===== src/rtl/div2_engine.sv =====
// div2_engine: Start/Ack responder that loads a 16-bit dividend and 8-bit
// divisor from data memory, runs a restoring divide, writes a 24-bit quotient.
// Ports:
//   Clk        rising-edge clock
//   Reset      asynchronous active-low reset
//   Start      host level; a 1->0 transition launches a run, a rise aborts it
//   Ack        run complete, result in memory
//   Busy       engine owns the memory port (all states but IDLE/DONE)
//   MemAddr    data-memory byte address
//   MemRdData  combinational read data for MemAddr
//   MemWrEn    write strobe, memory writes on rising Clk
//   MemWrData  write data
module div2_engine #(
    parameter logic [7:0] OP_BASE  = 8'd0,
    parameter logic [7:0] RES_BASE = 8'd4,
    parameter bit         ROUND    = 1'b0
) (
    input  logic       Clk,
    input  logic       Reset,
    input  logic       Start,
    output logic       Ack,
    output logic       Busy,
    output logic [7:0] MemAddr,
    input  logic [7:0] MemRdData,
    output logic       MemWrEn,
    output logic [7:0] MemWrData
);

    typedef enum logic [3:0] {
        IDLE, LD0, LD1, LD2, DIV, WR0, WR1, WR2, DONE
    } state_t;

    // Index of the final DIV iteration; the extra one yields the round bit.
    localparam logic [4:0] LAST = ROUND ? 5'd24 : 5'd23;

    state_t      state;
    state_t      state_n;
    logic        start_q;
    logic [23:0] num;
    logic [7:0]  dvs;
    logic [7:0]  rem;
    logic [23:0] quo;
    logic [4:0]  cnt;

    logic        launch;
    logic [8:0]  shifted;
    logic [8:0]  diff;
    logic        take;
    logic [7:0]  rem_n;

    assign launch = !Start && start_q;

    // One restoring step. The remainder is always below the divisor, so
    // both the restored and the subtracted value fit in 8 bits.
    always_comb begin
        shifted = {rem, num[23]};
        diff    = shifted - {1'b0, dvs};
        take    = shifted >= {1'b0, dvs};
        rem_n   = take ? diff[7:0] : shifted[7:0];
    end

    // Moore decode of the memory port; nothing here depends on Start.
    always_comb begin
        Busy      = 1'b0;
        MemAddr   = 8'd0;
        MemWrEn   = 1'b0;
        MemWrData = 8'd0;
        unique case (state)
            LD0: begin
                Busy    = 1'b1;
                MemAddr = OP_BASE;
            end
            LD1: begin
                Busy    = 1'b1;
                MemAddr = OP_BASE + 8'd1;
            end
            LD2: begin
                Busy    = 1'b1;
                MemAddr = OP_BASE + 8'd2;
            end
            DIV: begin
                Busy = 1'b1;
            end
            WR0: begin
                Busy      = 1'b1;
                MemAddr   = RES_BASE;
                MemWrEn   = 1'b1;
                MemWrData = quo[23:16];
            end
            WR1: begin
                Busy      = 1'b1;
                MemAddr   = RES_BASE + 8'd1;
                MemWrEn   = 1'b1;
                MemWrData = quo[15:8];
            end
            WR2: begin
                Busy      = 1'b1;
                MemAddr   = RES_BASE + 8'd2;
                MemWrEn   = 1'b1;
                MemWrData = quo[7:0];
            end
            default: ;
        endcase
    end

    always_comb begin
        state_n = state;
        unique case (state)
            IDLE: if (launch) state_n = LD0;
            LD0:  state_n = LD1;
            LD1:  state_n = LD2;
            LD2:  state_n = (MemRdData == 8'd0) ? WR0 : DIV;
            DIV:  if (cnt == LAST) state_n = WR0;
            WR0:  state_n = WR1;
            WR1:  state_n = WR2;
            WR2:  state_n = DONE;
            DONE: if (Start) state_n = IDLE;
            default: state_n = IDLE;
        endcase
        // A rising Start while busy abandons the run.
        if (Busy && Start) state_n = IDLE;
    end

    always_ff @(posedge Clk or negedge Reset) begin
        if (!Reset) begin
            state   <= IDLE;
            start_q <= 1'b0;
            Ack     <= 1'b0;
            num     <= '0;
            dvs     <= '0;
            rem     <= '0;
            quo     <= '0;
            cnt     <= '0;
        end else begin
            state   <= state_n;
            start_q <= Start;
            Ack     <= (state_n == DONE);
            case (state)
                LD0: num <= {MemRdData, 16'h0000};
                LD1: num[15:8] <= MemRdData;
                LD2: begin
                    dvs <= MemRdData;
                    rem <= '0;
                    cnt <= '0;
                    // Zero divisor saturates and skips the divide.
                    quo <= (MemRdData == 8'd0) ? 24'hFFFFFF : 24'h000000;
                end
                DIV: begin
                    num <= {num[22:0], 1'b0};
                    rem <= rem_n;
                    cnt <= cnt + 5'd1;
                    // The round iteration adds its bit instead of shifting.
                    if (ROUND && cnt == LAST)
                        quo <= quo + {23'd0, take};
                    else
                        quo <= {quo[22:0], take};
                end
                default: ;
            endcase
        end
    end

endmodule


===== config.mk =====
export PLATFORM = sky130hd
export DESIGN_NAME = div2_engine
export DESIGN_NICKNAME = d
export VERILOG_FILES = /design/src/rtl/div2_engine.sv
export SDC_FILE = /design/constraint.sdc
export NUM_CORES = 1
export LEC_CHECK = 0
export BUFFER_PORTS_ARGS = -buffer_cell sky130_fd_sc_hd__buf_2
export CELL_PAD_IN_SITES_DETAIL_PLACEMENT = 2
export CELL_PAD_IN_SITES_GLOBAL_PLACEMENT = 2
export CORE_MARGIN = 2
export CORE_UTILIZATION = 35
export CTS_BUF_LIST = sky130_fd_sc_hd__clkbuf_2
export DETAILED_ROUTE_END_ITERATION = 10
export GPL_ROUTABILITY_DRIVEN = 0
export GPL_TIMING_DRIVEN = 1
export PLACE_DENSITY_LB_ADDON = 0.12
export RECOVER_POWER = 100
export SETUP_SLACK_MARGIN = 0.4
export SYNTH_ARGS = -nofsm -noshare
export SYNTH_HDL_FRONTEND = slang
export SYNTH_SLANG_ARGS = --single-unit

===== constraint.sdc =====
create_clock -name Clk -period 2.7 [get_ports Clk]
set_input_delay 0.405 -clock Clk [delete_from_list [all_inputs] [get_ports Clk]]
set_output_delay 0.405 -clock Clk [all_outputs]
set_load 0.1 [all_outputs]

==> flow_metrics.env <==
export IMPL_netlist_top_cells_area="sky130_fd_sc_hd__dfrtp_1, sky130_fd_sc_hd__a22oi_1, sky130_fd_sc_hd__nand2_1"
export IMPL_postLayoutCoreUtil_pct=41.7
export IMPL_place_ws_ns=0.346
export IMPL_synth_warnings=0
export IMPL_core_area_um2=10200
export IMPL_hold_viol_final=0
export IMPL_cts_htree_levels=3
export IMPL_layout_nets=433
export IMPL_internal_power_mw=2.46
export IMPL_run_status="finished, violations left"
export IMPL_p_sw_share_pct=47.3
export IMPL_rsz0062_at_grt="yes"
export IMPL_number_of_filler_instances_in_the_final_layout=1154
export IMPL_critical_path_class="flop to primary output"
export IMPL_worst_ir_drop_vdd_uv=308
export IMPL_total_power_mw=4.67
export IMPL_synthToLayoutAreaGrowth_pct=17.4
export IMPL_maxSlewViolCount=68
export IMPL_grt_pass1_vias=3253
export IMPL_p_leak_nw=1.91
export IMPL_cts_made_buffers=9
export IMPL_grt_first_pass_wirelength_um=17500
export IMPL_numPortBuffers=24
export IMPL_hpwl_um=6770
export IMPL_dominantRegCellSynth="sky130_fd_sc_hd__dfrtp_1"
export IMPL_timing_critical_path_to_type="primary output"
export IMPL_final_worst_setup_slack_ns=0.247
export IMPL_start_util_pct=35.5
export IMPL_yosys_area_top_type="sky130_fd_sc_hd__dfrtp_1"
export IMPL_multiInputGateArea_um2=1830
export IMPL_failing_checks="max-capacitance violations, max-slew violations"
export IMPL_cts_root_buf="sky130_fd_sc_hd__clkbuf_2"
export IMPL_setup_violations_final=0
export IMPL_dp_cells=532
export IMPL_drt_antenna_net_count=0
export IMPL_tightestPinTransition_ns=1.79
export IMPL_hold_class="input port to flop"
export IMPL_place_area_um2=3880
export IMPL_number_of_unique_standard_cell_types_used_by_synthesis=53
export IMPL_synth_async_sr_flop_share_pct=100
export IMPL_timing_final_crit_period_ns=2.45
export IMPL_drt_total_wl_um=10700
export IMPL_top_cell_type_s_share_of_synthesized_area_pct=46.4
export IMPL_relSlewSlack_pct=-19.1
export IMPL_clock_tree_from_tritoncts="built"
export IMPL_drt_pass1_iterations=4
export IMPL_instances_no_fill=554
export IMPL_p_switching_mw=2.21
export IMPL_arrival_time_at_the_worst_endpoint_ns=2.05
export IMPL_clk_latency_worst_skew_pair_ns=0.52
export IMPL_grt_max_degree=68
export IMPL_row_count=37
export IMPL_cts_sink_count=67
export IMPL_finalHoldWorstSlack_ns=0.165
export IMPL_synth_seq_area_share_pct=46.4
export IMPL_floorplan_die_width_um=106
export IMPL_power_per_cell_area_nw_per_um2=1100
export IMPL_vias_per_cell=5.46
export IMPL_final_setup_tns_ns=0
export IMPL_power_clock_fraction_pct=12.8
export IMPL_grt_antenna_before_repair=1
export IMPL_fmax_ghz=0.408
export IMPL_p_seq_share_pct=35.9
export IMPL_min_period_over_period_pct=90.8
export IMPL_die_outline_area_um2=11200
export IMPL_global_route_usage_total_pct=19.9
export IMPL_timing_max_cap_violations=1
export IMPL_detailedRoute_firstIterationViolations=95
export IMPL_max_clock_path_buffers=2
export IMPL_drc=0
export IMPL_timing_clock_skew_ns=0.0410
export IMPL_instance_count_of_the_mapped_netlist=390
export IMPL_register_area_um2=1680
export IMPL_clk_transition_reported_paths_ns=0.21
export IMPL_num_vias=3024
export IMPL_routed_wire_length_per_instance_um=19.4
export IMPL_syn_area_um2=3610
export IMPL_path_max_fanout=5
export IMPL_post_synth_cell_area_avg_um2=9.27
export IMPL_finish_instance_area_um2=4240
export IMPL_floorplan_die_height_um=106
export IMPL_p_comb_share_pct=51.3
export IMPL_required_ns=2.30
export IMPL_number_of_synthesized_flops_with_an_enable_pin=0
export IMPL_synth_seq_cells=67
export IMPL_layout_cells_sized_above_1_pct=21.1
export IMPL_grt_remaining_overflow=0
export IMPL_launching_element_type_of_the_critical_path="flop"
export IMPL_design_portCount=30
per-layer routing:
metal,wire length (µm),GRT usage (%),up-vias
li1,-,-,1419
met1,5050,28.1,1570
met2,5380,31.7,26
met3,189,3.34,9
met4,124,5.36,0
met5,0,0,-
layout make-up:
cell class | instances | share of cell area [%]
multi-input cells | 281 | 43.1
flip-flops and latches | 67 | 39.5
repair buffers | 41 | 9.55
well taps | 136 | 4.01
clock inverters | 7 | 1.59
clock buffers | 9 | 1.06
inverters | 12 | 1.06
diodes | 1 | 0.0590
worst max-delay path, cell delays in order (launching register included):
cell	delay (ns)
sky130_fd_sc_hd__dfrtp_1	0.53
sky130_fd_sc_hd__buf_12	0.16
sky130_fd_sc_hd__mux2_2	0.33
sky130_fd_sc_hd__a22oi_1	0.24
sky130_fd_sc_hd__nor2_2	0.09
sky130_fd_sc_hd__buf_12	0.17
kinds of logic (layout without fill, tap and decap cells):
| group | count (synthesis) | in the layout | share of synthesized area (%) |
|---|---|---|---|
| adder cells (fa/ha/maj) | 10 | 10 | 3.67 |
| XOR/XNOR | 6 | 6 | 1.45 |
| flip-flops | 67 | 67 | 46.4 |
| multiplexers | 16 | 16 | 4.71 |
| AND/OR/NAND/NOR | 134 | 134 | 16.2 |
| AO/OA/AOI/OAI | 110 | 110 | 21.3 |
| buffers and inverters | 46 | 69 | 6.20 |
| other | 1 | 6 | 0.104 |
placed cells by master, fill, tap and decap left out, types with 2 or more instances in the layout:
master	count
sky130_fd_sc_hd__nand2_1	73
sky130_fd_sc_hd__dfrtp_1	66
sky130_fd_sc_hd__o21ai_0	33
sky130_fd_sc_hd__a22oi_1	31
sky130_fd_sc_hd__nor2_1	16
sky130_fd_sc_hd__clkbuf_2	15
sky130_fd_sc_hd__inv_1	12
sky130_fd_sc_hd__o211ai_1	12
sky130_fd_sc_hd__nor2_2	11
sky130_fd_sc_hd__ha_1	9
sky130_fd_sc_hd__buf_2	9
sky130_fd_sc_hd__buf_12	9
sky130_fd_sc_hd__mux2i_1	8
sky130_fd_sc_hd__buf_4	8
sky130_fd_sc_hd__mux2_2	7
sky130_fd_sc_hd__a22oi_2	7
sky130_fd_sc_hd__nor3_1	5
sky130_fd_sc_hd__nand3_1	5
sky130_fd_sc_hd__conb_1	5
sky130_fd_sc_hd__nand2b_1	4
sky130_fd_sc_hd__xnor2_1	4
sky130_fd_sc_hd__a21oi_1	4
sky130_fd_sc_hd__o2111ai_1	3
sky130_fd_sc_hd__clkbuf_1	3
sky130_fd_sc_hd__buf_6	3
sky130_fd_sc_hd__nor4_1	2
sky130_fd_sc_hd__a31oi_1	2
sky130_fd_sc_hd__or3_1	2
sky130_fd_sc_hd__nor2b_1	2
sky130_fd_sc_hd__o21a_1	2
sky130_fd_sc_hd__nand4_1	2
sky130_fd_sc_hd__xor2_1	2
sky130_fd_sc_hd__o311ai_2	2
sky130_fd_sc_hd__o21ai_1	2
sky130_fd_sc_hd__clkinv_1	2
sky130_fd_sc_hd__dlygate4sd3_1	2
worst paths after layout:
check                                          from             endpoint  slack (ns)  cells past startpoint
worst max-delay path             state[0]$_DFF_PN0_         MemWrData[6]        0.25                      5
worst min-delay path                   MemRdData[6]   dvs[6]$_DFFE_PN0P_        0.16                      3
worst max register to register   rem[5]$_DFFE_PN0P_   rem[0]$_DFFE_PN0P_        0.33                      6
worst min register to register  num[23]$_DFFE_PN0P_  num[23]$_DFFE_PN0P_        0.51                      2
max in group asynchronous                     Reset   state[2]$_DFF_PN0_        0.60                      3
min in group asynchronous                     Reset   cnt[3]$_DFFE_PN0P_        0.95                      3
synthesized netlist by cell type (2+ instances only):
| master | count |
|---|---|
| sky130_fd_sc_hd__buf_6 | 3 |
| sky130_fd_sc_hd__o211ai_1 | 12 |
| sky130_fd_sc_hd__or3_1 | 2 |
| sky130_fd_sc_hd__o21a_1 | 2 |
| sky130_fd_sc_hd__clkbuf_1 | 16 |
| sky130_fd_sc_hd__buf_1 | 2 |
| sky130_fd_sc_hd__mux2_2 | 8 |
| sky130_fd_sc_hd__o311ai_2 | 2 |
| sky130_fd_sc_hd__a21oi_1 | 4 |
| sky130_fd_sc_hd__o21ai_1 | 4 |
| sky130_fd_sc_hd__nand3_1 | 5 |
| sky130_fd_sc_hd__buf_4 | 5 |
| sky130_fd_sc_hd__dfrtp_1 | 67 |
| sky130_fd_sc_hd__mux2i_1 | 8 |
| sky130_fd_sc_hd__a22oi_1 | 38 |
| sky130_fd_sc_hd__xor2_1 | 2 |
| sky130_fd_sc_hd__o21ai_0 | 31 |
| sky130_fd_sc_hd__inv_1 | 12 |
| sky130_fd_sc_hd__nand2_1 | 73 |
| sky130_fd_sc_hd__nor2_1 | 28 |
| sky130_fd_sc_hd__o2111ai_1 | 3 |
| sky130_fd_sc_hd__nor3_1 | 6 |
| sky130_fd_sc_hd__ha_1 | 9 |
| sky130_fd_sc_hd__a31oi_1 | 2 |
| sky130_fd_sc_hd__buf_2 | 7 |
| sky130_fd_sc_hd__nand2b_1 | 5 |
| sky130_fd_sc_hd__xnor2_1 | 4 |
| sky130_fd_sc_hd__nor2b_1 | 3 |
| sky130_fd_sc_hd__nand4_1 | 2 |
| sky130_fd_sc_hd__nor4_1 | 2 |
repair_timing:
action / 4_1_cts / 5_1_grt
setup endpoints to repair: 20 / 17
hold buffers: 1 / 1
pin swaps: 0 / 2
resized for setup: 47 / 24
gates cloned: 0 / 1
endpoints found under the hold margin: 67 / 1
buffers inserted: 2 / 0
state kept, by name (all words and copies together), names as in the netlist:
name / count
num: 16
cnt: 5
start_q: 1
Ack: 1
state: 4
dvs: 8
rem: 8
quo: 24
power groups by stage:
stage	clock network, mW	registers (mW)	logic, mW
global route	0.676	1.72	2.66
global placement	0	1.64	2.13
detailed placement	0	1.66	2.20
CTS	0.628	1.66	2.34
finish	0.599	1.68	2.39
floorplan	0	1.57	1.74
No activity file was read; power rests on OpenSTA's default activity.
